===== src/rtl/mem_stage.sv =====
// Memory-access stage: registers the execute bus, holds load data across stalls.
// Define MEM_FWD_EN to drive the decode forwarding bus and the load flag.
module mem_stage #(
  parameter int EX_TO_MEM_WD = 76,
  parameter int MEM_TO_WB_WD = 70
) (
  input  logic                    clk,
  input  logic                    rst,
  input  logic [5:0]              stall,
  input  logic [EX_TO_MEM_WD-1:0] ex_to_mem_bus,
  input  logic [31:0]             data_sram_rdata,
  output logic [MEM_TO_WB_WD-1:0] mem_to_wb_bus,
  output logic [37:0]             mem_to_id,
  output logic                    mem_is_load
);

  typedef enum logic {
    LIVE = 1'b0,
    HELD = 1'b1
  } hold_e;

  logic [EX_TO_MEM_WD-1:0] ex_to_mem_bus_r;
  hold_e                   hold_st;
  logic [31:0]             rdata_buf;

  logic        bubble;
  logic        capture;
  logic        new_entry;
  logic        is_load;
  logic        rdata_vld;
  logic [31:0] load_data;

  logic [31:0] pc;
  logic        data_ram_en;
  logic [3:0]  data_ram_wen;
  logic        sel_rf_res;
  logic        rf_we;
  logic [4:0]  rf_waddr;
  logic [31:0] ex_result;
  logic [31:0] rf_wdata;
  logic        unused_stall;

  assign bubble    = stall[3] & ~stall[4];
  assign capture   = ~stall[3];
  assign new_entry = bubble | capture;

  assign unused_stall = ^{stall[5], stall[2:0]};

  assign {pc, data_ram_en, data_ram_wen, sel_rf_res,
          rf_we, rf_waddr, ex_result} = ex_to_mem_bus_r;

  always_ff @(posedge clk or posedge rst) begin
    if (rst) begin
      ex_to_mem_bus_r <= '0;
      hold_st         <= LIVE;
      rdata_buf       <= '0;
    end else begin
      unique case (1'b1)
        bubble:  ex_to_mem_bus_r <= '0;
        capture: ex_to_mem_bus_r <= ex_to_mem_bus;
        default: ;
      endcase
      // A fresh entry always restarts from live SRAM data.
      if (new_entry) begin
        hold_st <= LIVE;
      end else if (hold_st == LIVE && is_load && stall[4]) begin
        hold_st   <= HELD;
        rdata_buf <= data_sram_rdata;
      end
    end
  end

  assign is_load   = data_ram_en & (data_ram_wen == 4'b0) & sel_rf_res;
  assign rdata_vld = (hold_st == HELD);
  assign load_data = rdata_vld ? rdata_buf : data_sram_rdata;
  assign rf_wdata  = sel_rf_res ? load_data : ex_result;

  assign mem_to_wb_bus = {pc, rf_we, rf_waddr, rf_wdata};

`ifdef MEM_FWD_EN
  assign mem_to_id   = {rf_we, rf_waddr, rf_wdata};
  assign mem_is_load = is_load;
`else
  assign mem_to_id   = '0;
  assign mem_is_load = 1'b0;
`endif

endmodule


===== config.mk =====
export PLATFORM = sky130hd
export DESIGN_NAME = mem_stage
export DESIGN_NICKNAME = d
export VERILOG_FILES = /design/src/rtl/mem_stage.sv
export SDC_FILE = /design/constraint.sdc
export NUM_CORES = 1
export LEC_CHECK = 0
export BUFFER_PORTS_ARGS = -buffer_cell sky130_fd_sc_hd__buf_2
export CAP_MARGIN = 20
export CORE_UTILIZATION = 45
export DETAILED_ROUTE_END_ITERATION = 8
export MAX_ROUTING_LAYER = met4
export PLACE_DENSITY = 0.83
export SKIP_CTS_REPAIR_TIMING = 1
export SLEW_MARGIN = 40
export SYNTH_ARGS = -nofsm -noshare
export SYNTH_HDL_FRONTEND = slang
export SYNTH_SLANG_ARGS = --single-unit

===== constraint.sdc =====
create_clock -name clk -period 5.3 [get_ports clk]
set_input_delay 1.59 -clock clk [delete_from_list [all_inputs] [get_ports clk]]
set_output_delay 1.59 -clock clk [all_outputs]
set_load 0.05 [all_outputs]

# Yosys cells after proc, flatten, opt, wreduce, memory -nomap -nowiden
# Index checks and enable logic that the tools add are counted.
# totals
reg_bits,109
latch_bits,0
mem_bits_rw,0
mem_bits_ro,0
in_bits,116
out_inout_bits,109
word_cells,22
mem_count,0
# op_classes
n_addsub,0
mul,0
div_mod_pow,0
order_cmp,0
n_eq_ne,0
shifts,0
mux,5
bitwise_logic,8
reduce_logical,6
# op_table
operator,count
$pmux 76 s2,1
$mux 32,2
$logic_not 4->1,1
$not 1->1,4
$reduce_bool 2->1,2
$and 1x1->1,3
$logic_and 1x1->1,2
$mux 1,2
$reduce_and 2->1,1
$or 1x1->1,1

# Logic depth before layout (Yosys ltp)
# Gate-level depths: netlist of run 1.
# depth
ltp_word,7
depth_mapped,6
mapped_depth_nobuf,3

# Worst setup path before layout of run 1
# OpenSTA, ideal clock, no wires.
# synth_timing
path_type,input to output
start,in data_sram_rdata[29]
end,out mem_to_wb_bus[29]
arrival_ns,2.435
required_time_ns,3.710
slack_ns,1.275
stages,2
n_path_buf,0
path_cell_list,mux2i_1 a21oi_1
# synth_between
elab_chain_cells,2
# synth_lines
item,line_no,rtl
from (decl),11,"input logic [31:0] data_sram_rdata,"
$mux 32,75,assign load_data = rdata_vld ? rdata_buf : data_sram_rdata;
$mux 32,76,assign rf_wdata = sel_rf_res ? load_data : ex_result;
to (decl),12,"output logic [MEM_TO_WB_WD-1:0] mem_to_wb_bus,"
# Every way passes these cells.

# Worst setup path after layout of run 1
# layout_timing
start,in data_sram_rdata[21]
end,out mem_to_wb_bus[21]
# The elaborated chain is that of the path after synthesis.

==> run_results.csv, run 1 <==
group,metric,value,unit
clocking,numCtsBuffers,9,
logic_synthesis,yosysSeqAreaShare,48.3,%
sta,timing.hold.ws,0.479,ns
clocking,cts.clk_slew.worst_paths,0.07,ns
detailed_routing,ant_nets,0,
layout,area_growth_syn_to_layout,16.0,%
sta,clock_skew,0.00383,ns
pwr,ir_drop,0.000280,V
placed_design,port_buffers,181,
floorplan,die_w,114,um
pwr,p_leak,0.00355,uW
layout,postLayoutCoreUtil,54.1,%
detailed_routing,initialDrtViolationCount,208,
sta,timing.final.hold_violations,0,
sta,max_freq,262,MHz
clocking,cts_root_buffer,"clkbuf_16",
worst_setup_path,cp-end-kind,"output port",
sta,finalSetupViolCount,0,
detailed_routing,wirelength,12000,um
logic_synthesis,synth.ff_latch_count,109,
clocking,clock_latency,0.35,ns
logic_synthesis,synth_cell_types,20,
pwr,p_comb_share,23.3,%
layout,fillerInstances,1135,
grt,grt_max_degree,135,
worst_setup_path,worst_setup_path_start_kind,"input port",
logic_synthesis,postSynthCellCount,587,
clocking,cts_tree,"done",
layout,seq_area,2730,um^2
grt,grt_pass1_wl,19700,um
grt,grt_use_total,20.0,%
sta,slew-limit-headroom,45.8,%
detailed_routing,drc,0,
pwr,power_density,332,nW/um^2
clocking,clock_sinks,109,
layout,multi_input_area,2030,um^2
floorplan,die_h,114,um
clocking,cts_max_level,3,
placed_design,hpwl,8080,um
floorplan,dieArea,13000,um^2
detailed_routing,drt_pass1_iterations,4,
grt,grt_pass1_vias,4045,
logic_synthesis,synth.avg_cell_area,9.62,um^2
pwr,internal_power,1470,uW
sta,period_share,72.1,%
floorplan,io_pins,225,
detailed_routing,wl_per_cell,13.6,um
worst_setup_path,cp_max_fo,2,
pwr,pwr-share-seq,44.0,%
job,drv_cap,0,
pwr,switchingPower,708,uW
layout,drive_above_1_share,33.4,%
pwr,netSwitchingFraction,32.6,%
detailed_routing,vias,4103,
grt,antenna_found_initial,1,
placed_design,place_area,6230,um^2
floorplan,row_count,40,
placed_design,gp_congestion,0.768,
pwr,finalPower,2170,uW
status,outcome,"finished, final reports clean",
sta,rsz0062_at_grt,"no",
sta,final-max-slew-violation-count,0,
logic_synthesis,yosys_warnings,0,
logic_synthesis,syn-cell-area,5650,um^2
clocking,cts_buffer_depth,2,
worst_setup_path,critPathArrivalTime,2.23,ns
sta,worst_pin_slew,0.813,ns
sta,min_period,3.82,ns
floorplan,core_region_area,12100,um^2
pwr,clkPwrFrac,32.7,%
layout,finalInstanceArea,6550,um^2
floorplan,start_util,46.6,%
sta,tns,0,ns
worst_setup_path,crit_required,3.71,ns
worst_hold_path,hold_class,"reg2reg",
detailed_routing,viasPerCell,4.65,
layout,nNetsFinal,824,
worst_setup_path,ff2ff_setup_slack,2.85,ns
worst_setup_path,crit_type,"in2out",
grt,grt-ovfl-total,0,
logic make-up (layout without fill, tap and decap cells):
group	Yosys count	count (layout)	synth area share (%)
muxes	64	64	14.0
AOI/OAI and AO/OA	109	109	9.66
buffers and inverters	191	279	18.3
DFF	109	109	48.3
other	1	40	0.0664
and+or+nand+nor	113	113	9.63
registers in the layout, summed over array words and instances, names as in the netlist:
register,count
ex_to_mem_bus_r,76
hold_st,1
rdata_buf,32
layout make-up:
class | instances | area share, %
diodes | 1 | 0.0382
clock buffers | 10 | 3.49
clock inverters | 6 | 1.34
inverters | 77 | 4.53
multi-input cells | 325 | 31.0
flip-flops and latches | 109 | 41.7
well taps | 168 | 3.21
repair buffers | 186 | 14.7
cells in the final DEF, fill, tap and decap left out, types with 9 or more instances in the layout:
master | Yosys | routed
a21oi_1 | 33 | 33
buf_2 | 5 | 180
clkbuf_16 | 0 | 9
conb_1 | 1 | 39
dfrtp_1 | 109 | 107
inv_1 | 77 | 76
mux2_4 | 30 | 30
mux2i_1 | 32 | 32
nand2_1 | 18 | 18
nand3_1 | 58 | 58
nor2_1 | 32 | 32
o21ai_0 | 76 | 76
power by group through the flow:
stage	Sequential, uW	Clock (uW)	Combinational [uW]
after global placement	966	0	503
after detailed placement	970	0	510
after CTS	955	739	511
after global routing	965	770	544
after floorplan	953	0	451
final	956	711	507
metal layers:
metal	global-route usage, %	wire, um
met3	4.30	525
met5	-	0
met1	24.2	5320
met2	32.6	5890
met4	7.71	263
final timing paths:
path | startpoint | to | depth (start not counted)
setup / recovery | data_sram_rdata[21] | mem_to_wb_bus[21] | 4
hold / removal | ex_to_mem_bus_r[67] | ex_to_mem_bus_r[67] | 2
setup reg to reg | ex_to_mem_bus_r[38] | rdata_buf[26] | 4
hold reg to reg | ex_to_mem_bus_r[67] | ex_to_mem_bus_r[67] | 2
max in group asynchronous | rst | ex_to_mem_bus_r[20] | 3
min in group asynchronous | rst | ex_to_mem_bus_r[73] | 2
cells in the mapped netlist, drive strengths merged:
cell type / n / area share, %
o21ai: 76 / 6.7
nor4b: 1 / 0.42
and2: 1 / 0.11
buf: 95 / 12
nand3: 58 / 5.1
nor2: 32 / 2.1
nand4b: 1 / 0.42
mux2: 32 / 8.4
inv: 77 / 5.1
clkbuf: 19 / 1.3
nand2: 18 / 1.2
dfrtp: 109 / 48
mux2i: 32 / 5.7
nor2b: 2 / 0.22
a21oi: 33 / 2.9
conb: 1 / 0.066
worst max-delay path: stages:
cell     delay, ns
buf_2         0.09
mux2i_1       0.06
a21oi_1       0.21
buf_2         0.29
per-stage QoR:
step / std cells / setup slack [ns]
2_1_floorplan: 625 / 0.836
3_3_place_gp: 864 / 1.32
3_5_place_dp: 865 / 1.47
4_1_cts: 881 / 1.47
5_1_grt: 882 / 1.42
6_report: 882 / 1.48
No activity file was read; power rests on OpenSTA's default activity.
==> run 2, diff against run 1 <==
ABC_AREA = 1   (was not set)
clock period = 3.6 ns   (was 5.3 ns; I/O delays follow)
==> run_results.csv, run 2 <==
group,metric,value,unit
logic_synthesis,synth_commonest_cells,"111 x inv_1, 109 x dfrtp_1, 79 x buf_4",
logic_synthesis,syn-cell-area,5580,um^2
floorplan,start_util,46.3,%
worst_setup_path,slowest_stage,"dfrtp_1",
floorplan,die_w,113,um
sta,timing.final.hold_violations,0,
placed_design,hpwl,8730,um
status,outcome,"finished, final reports clean",
sta,finalSetupViolCount,0,
placed_design,port_buffers,181,
logic_synthesis,synthTopCellsByArea,"dfrtp_1 49%, buf_4 11%, inv_1 7.5%, o22ai_1 7.4%, o21ai_0 6.4%",
layout,final_cell_mix,"180 x buf_2, 110 x inv_1, 108 x dfrtp_1, 71 x o21ai_0, 67 x nand2_1",
clocking,cts_max_level,3,
sta,max_freq,305,MHz
logic_synthesis,async_flop_share,100,%
clocking,clock_sinks,109,
placed_design,post-place-ws,0.695,ns
grt,grt_max_degree,119,
logic_synthesis,yosysSeqAreaShare,48.8,%
placed_design,gp_congestion,0.754,
detailed_routing,drc,0,
logic_synthesis,postSynthCellCount,664,
floorplan,dieArea,12900,um^2
clocking,cts_tree,"done",
detailed_routing,wl_per_cell,13.9,um
floorplan,core_region_area,12100,um^2
worst_setup_path,crit_path_cell_trace,"inv_2 > nor2_1 > o22ai_1 > buf_2",
clocking,cts_buffer_depth,2,
layout,seq_area,2730,um^2
detailed_routing,met3_length,741,um
layout,reg_top3,"ex_to_mem_bus_r x76, rdata_buf x32, hold_st x1",
logic_synthesis,synth.ff_latch_count,109,
grt,grt_use_total,21.4,%
sta,worst_pin_slew,0.798,ns
floorplan,row_count,40,
clocking,numCtsBuffers,9,
logic_synthesis,synth_top_area_share,48.8,%
layout,drive_above_1_share,27.4,%
clocking,cts_root_buffer,"clkbuf_16",
floorplan,io_pins,225,
sta,tns,0,ns
logic_synthesis,synth-edff-count,0,
detailed_routing,vias,4625,
worst_setup_path,crit_family,"flip-flops",
layout,multi_input_area,1770,um^2
layout,largest_reg_flops,76,
worst_setup_path,crit_type,"reg2out",
logic_synthesis,post-synth-top-area-cell,"dfrtp_1",
detailed_routing,drt_pass1_iterations,5,
sta,finalWorstSetupSlack,0.320,ns
layout,nNetsFinal,897,
logic_synthesis,yosysMostFrequentCell,"inv_1",
sta,clock_skew,0.00975,ns
detailed_routing,initialDrtViolationCount,306,
worst_setup_path,critPathBufInv,2,
grt,antenna_found_initial,2,
detailed_routing,viasPerCell,4.84,
pwr,p_leak,0.00364,uW
layout,postLayoutCoreUtil,53.6,%
layout,area_growth_syn_to_layout,15.7,%
grt,grt_pass1_wl,20900,um
worst_setup_path,cp_max_fo,33,
grt,grt-ovfl-total,0,
pwr,ir_drop,0.000365,V
clocking,cts.clk_slew.worst_paths,0.06,ns
sta,period_share,91.1,%
job,drv_cap,0,
layout,regMostFlops,"ex_to_mem_bus_r",
worst_setup_path,cp-end-kind,"output port",
layout,fillerInstances,1163,
sta,slew-limit-headroom,46.8,%
clocking,clock_latency,0.35,ns
detailed_routing,highest_layer,"met4",
grt,grt_pass1_vias,4163,
worst_setup_path,worst_setup_path_start_kind,"flip-flop",
logic_synthesis,yosys_warnings,0,
worst_hold_path,hold_class,"reg2reg",
worst_setup_path,cpPeakStageDelay,0.82,ns
sta,min_period,3.28,ns
detailed_routing,dr_wl_met2,6640,um
detailed_routing,ant_nets,0,
layout,mostFrequentLayoutCell,"buf_2",
worst_setup_path,critPathArrivalTime,2.20,ns
logic_synthesis,synth_cell_types,22,
floorplan,die_h,113,um
sta,final-max-slew-violation-count,0,
pwr,power_density,496,nW/um^2
detailed_routing,wl_met1,5770,um
logic_synthesis,synthFlopType,"dfrtp_1",
worst_setup_path,crit_required,2.52,ns
sta,rsz0062_at_grt,"no",
detailed_routing,wirelength,13300,um
logic_synthesis,synth.avg_cell_area,8.41,um^2
-- run 2: cells by family (layout without fill, tap and decap cells) --
logic type      after synthesis  after routing  share of synthesized area [%]
buf+inv                     235            319                           22.0
simple gates                178            178                           15.0
compound gates              141            141                           14.1
flops                       109            109                           48.8
other cells                   1             41                         0.0672
-- run 2: where the power goes --
part           internal, uW  switching [uW]  leakage, uW
registers              1330            60.4      0.00140
logic                   176             564      0.00208
clock network           628             445     0.000163
-- run 2: layout make-up --
type	count	share of cell area (%)
inverter	112	6.56
tap	168	3.25
clock buffer	10	3.70
sequential	109	42.2
clock inverter	6	1.30
antenna	2	0.0775
timing repair buffer	191	15.5
multi-input combinational	358	27.4
-- run 2: routing by layer --
| metal | up-vias | global-route usage, % |
|---|---|---|
| met5 | - | - |
| met4 | 0 | 4.56 |
| met3 | 10 | 5.58 |
| met2 | 166 | 35.6 |
| met1 | 2163 | 26.5 |
| li1 | 2286 | - |
-- run 2: stage by stage --
| step | cell area, um^2 | std cells | hold slack (ns) | total power (uW) |
|---|---|---|---|---|
| final | 6460 | 956 | 0.478 | 3210 |
| after global routing | 6460 | 956 | 0.491 | 3340 |
| after CTS | 6460 | 954 | 0.477 | 3230 |
| after detailed placement | 6130 | 938 | 0.459 | 2160 |
| after global placement | 6130 | 938 | 0.454 | 2140 |
| after floorplan | 5730 | 702 | 0.443 | 2040 |
-- run 2: worst paths after layout --
path	depth (start not counted)	slack, ns	end	from
worst max-delay path	4	0.32	mem_to_wb_bus[1]	hold_st
worst min-delay path	2	0.48	rdata_buf[1]	rdata_buf[1]
worst max register to register	6	1.19	rdata_buf[15]	ex_to_mem_bus_r[38]
worst min register to register	2	0.48	rdata_buf[1]	rdata_buf[1]
max in group asynchronous	3	2.06	ex_to_mem_bus_r[38]	rst
min in group asynchronous	2	0.67	ex_to_mem_bus_r[63]	rst
-- run 2: worst register-to-register path: cells and delay by family (launching register included) --
kind | cells | cell delay (ns)
flip-flops | 1 | 0.76
buffers and inverters | 1 | 0.33
AND/OR/NAND/NOR | 5 | 1.22
==> run 3, diff against run 2 <==
RECOVER_POWER = 50   (was not set)
SLEW_MARGIN = not set   (was 40)
==> run_results.csv, run 3 (synthesis gave the netlist of run 2 again) <==
group,metric,value,unit
clocking,cts_buffer_depth,2,
placed_design,port_buffers,181,
sta,worst_pin_slew,1.87,ns
grt,grt_pass1_vias,4163,
sta,finalWorstSetupSlack,0.297,ns
clocking,cts.clk_slew.worst_paths,0.07,ns
pwr,p_comb_share,23.0,%
worst_setup_path,crit_family,"flip-flops",
worst_setup_path,crit_required,2.52,ns
sta,tns,0,ns
worst_setup_path,crit_type,"reg2out",
status,outcome,"finished with violations",
grt,antenna_found_initial,1,
pwr,netSwitchingFraction,33.3,%
worst_setup_path,critPathArrivalTime,2.22,ns
floorplan,start_util,46.3,%
floorplan,io_pins,225,
layout,postLayoutCoreUtil,53.4,%
layout,mostFrequentLayoutCell,"buf_2",
pwr,p_leak,0.00363,uW
detailed_routing,drc,0,
grt,grt_max_degree,119,
sta,rsz0062_at_grt,"no",
job,drv_cap,2,
detailed_routing,viasPerCell,4.87,
worst_hold_path,hold_start,"rdata_buf[22]",
worst_setup_path,cp_max_fo,33,
detailed_routing,drt_pass1_iterations,6,
floorplan,core_region_area,12100,um^2
placed_design,hpwl,8730,um
clocking,cts_max_level,3,
clocking,cts_root_buffer,"clkbuf_16",
floorplan,row_count,40,
clocking,clock_sinks,109,
grt,grt_pass1_wl,20900,um
placed_design,post-place-ws,0.695,ns
clocking,numCtsBuffers,9,
sta,max_freq,303,MHz
detailed_routing,wl_per_cell,13.9,um
detailed_routing,initialDrtViolationCount,359,
pwr,clkPwrFrac,33.4,%
layout,reg_top3,"ex_to_mem_bus_r x76, rdata_buf x32, hold_st x1",
worst_setup_path,r2r_cells,6,
worst_setup_path,critPathBufInv,2,
clocking,cts_tree,"done",
layout,fillerInstances,1167,
layout,largest_reg_flops,76,
worst_setup_path,r2r_end,"rdata_buf[15]",
worst_setup_path,worst_setup_path_start_kind,"flip-flop",
layout,nNetsFinal,898,
sta,min_period,3.30,ns
sta,final-max-slew-violation-count,79,
layout,regMostFlops,"ex_to_mem_bus_r",
layout,area_growth_syn_to_layout,15.4,%
worst_setup_path,cp.depth,4,
pwr,pwr-share-seq,43.6,%
worst_setup_path,crit_end,"mem_to_wb_bus[1]",
pwr,power_density,497,nW/um^2
placed_design,gp_congestion,0.754,
detailed_routing,vias,4660,
worst_setup_path,cp-end-kind,"output port",
grt,grt-ovfl-total,0,
worst_setup_path,ff2ff_setup_slack,1.17,ns
pwr,internal_power,2140,uW
layout,drive_above_1_share,26.9,%
worst_hold_path,hold_class,"reg2reg",
worst_setup_path,slowest_stage,"dfrtp_1",
layout,multi_input_area,1760,um^2
worst_setup_path,r2r-start,"ex_to_mem_bus_r[38]",
sta,clock_skew,0.00857,ns
detailed_routing,wirelength,13300,um
detailed_routing,ant_nets,0,
pwr,ir_drop,0.000365,V
pwr,switchingPower,1070,uW
clocking,clock_latency,0.35,ns
worst_setup_path,crit_path_cell_trace,"inv_2 > nor2_1 > o22ai_1 > buf_2",
layout,final_cell_mix,"179 x buf_2, 110 x inv_1, 108 x dfrtp_1, 71 x o21ai_0, 68 x nand2_1",
sta,finalSetupViolCount,0,
layout,seq_area,2730,um^2
sta,slew-limit-headroom,-24.6,%
floorplan,die_w,113,um
sta,period_share,91.8,%
sta,timing.final.hold_violations,0,
floorplan,die_h,113,um
worst_setup_path,cp-startpoint,"hold_st",
floorplan,dieArea,12900,um^2
worst_setup_path,cpPeakStageDelay,0.83,ns
grt,grt_use_total,21.4,%
status,violations,"capacitance limit, slew limit",
-- run 3: power by group through the flow --
stage / sequential [uW] / clock [uW] / combinational (uW)
3_3_place_gp: 1410 / 0 / 727
6_report: 1400 / 1070 / 738
3_5_place_dp: 1420 / 0 / 739
2_1_floorplan: 1400 / 0 / 640
5_1_grt: 1410 / 1140 / 793
4_1_cts: 1390 / 1090 / 742
-- run 3: final cells by class --
| class | count | area share [%] |
|---|---|---|
| antenna | 1 | 0.0388 |
| sequential | 109 | 42.3 |
| tap | 168 | 3.26 |
| clock inverter | 6 | 1.30 |
| inverter | 112 | 6.54 |
| timing repair buffer | 192 | 15.5 |
| multi-input combinational | 358 | 27.3 |
| clock buffer | 10 | 3.71 |
-- run 3: how the worst min path moves through the flow --
stage	to	slack, ns	cells after the start
4_1_cts	rdata_buf[25]	0.48	2
2_1_floorplan	rdata_buf[0]	0.44	2
3_3_place_gp	rdata_buf[31]	0.45	2
3_5_place_dp	rdata_buf[19]	0.46	2
5_1_grt	rdata_buf[3]	0.49	2
6_report	rdata_buf[22]	0.48	2
-- run 3: worst min-delay path, cell delays in order, from the launching register on --
cell     delay [ns]
dfrtp_1        0.34
nand2_1        0.05
nand2_1        0.05
-- run 3: metrics by stage --
step / instance area (um^2) / std cells / hold WS, ns / total power (uW)
finish: 6450 / 956 / 0.477 / 3200
global route: 6450 / 956 / 0.491 / 3340
CTS: 6450 / 954 / 0.477 / 3230
detailed placement: 6130 / 938 / 0.459 / 2160
global placement: 6130 / 938 / 0.454 / 2140
floorplan: 5730 / 702 / 0.443 / 2040
-- run 3: metal layers --
| layer | global-route usage [%] | up-vias | routed length, um |
|---|---|---|---|
| met5 | - | - | 0 |
| met4 | 4.56 | 0 | 112 |
| met3 | 5.58 | 8 | 814 |
| met2 | 35.6 | 194 | 6720 |
| met1 | 26.5 | 2169 | 5680 |
| li1 | - | 2289 | - |
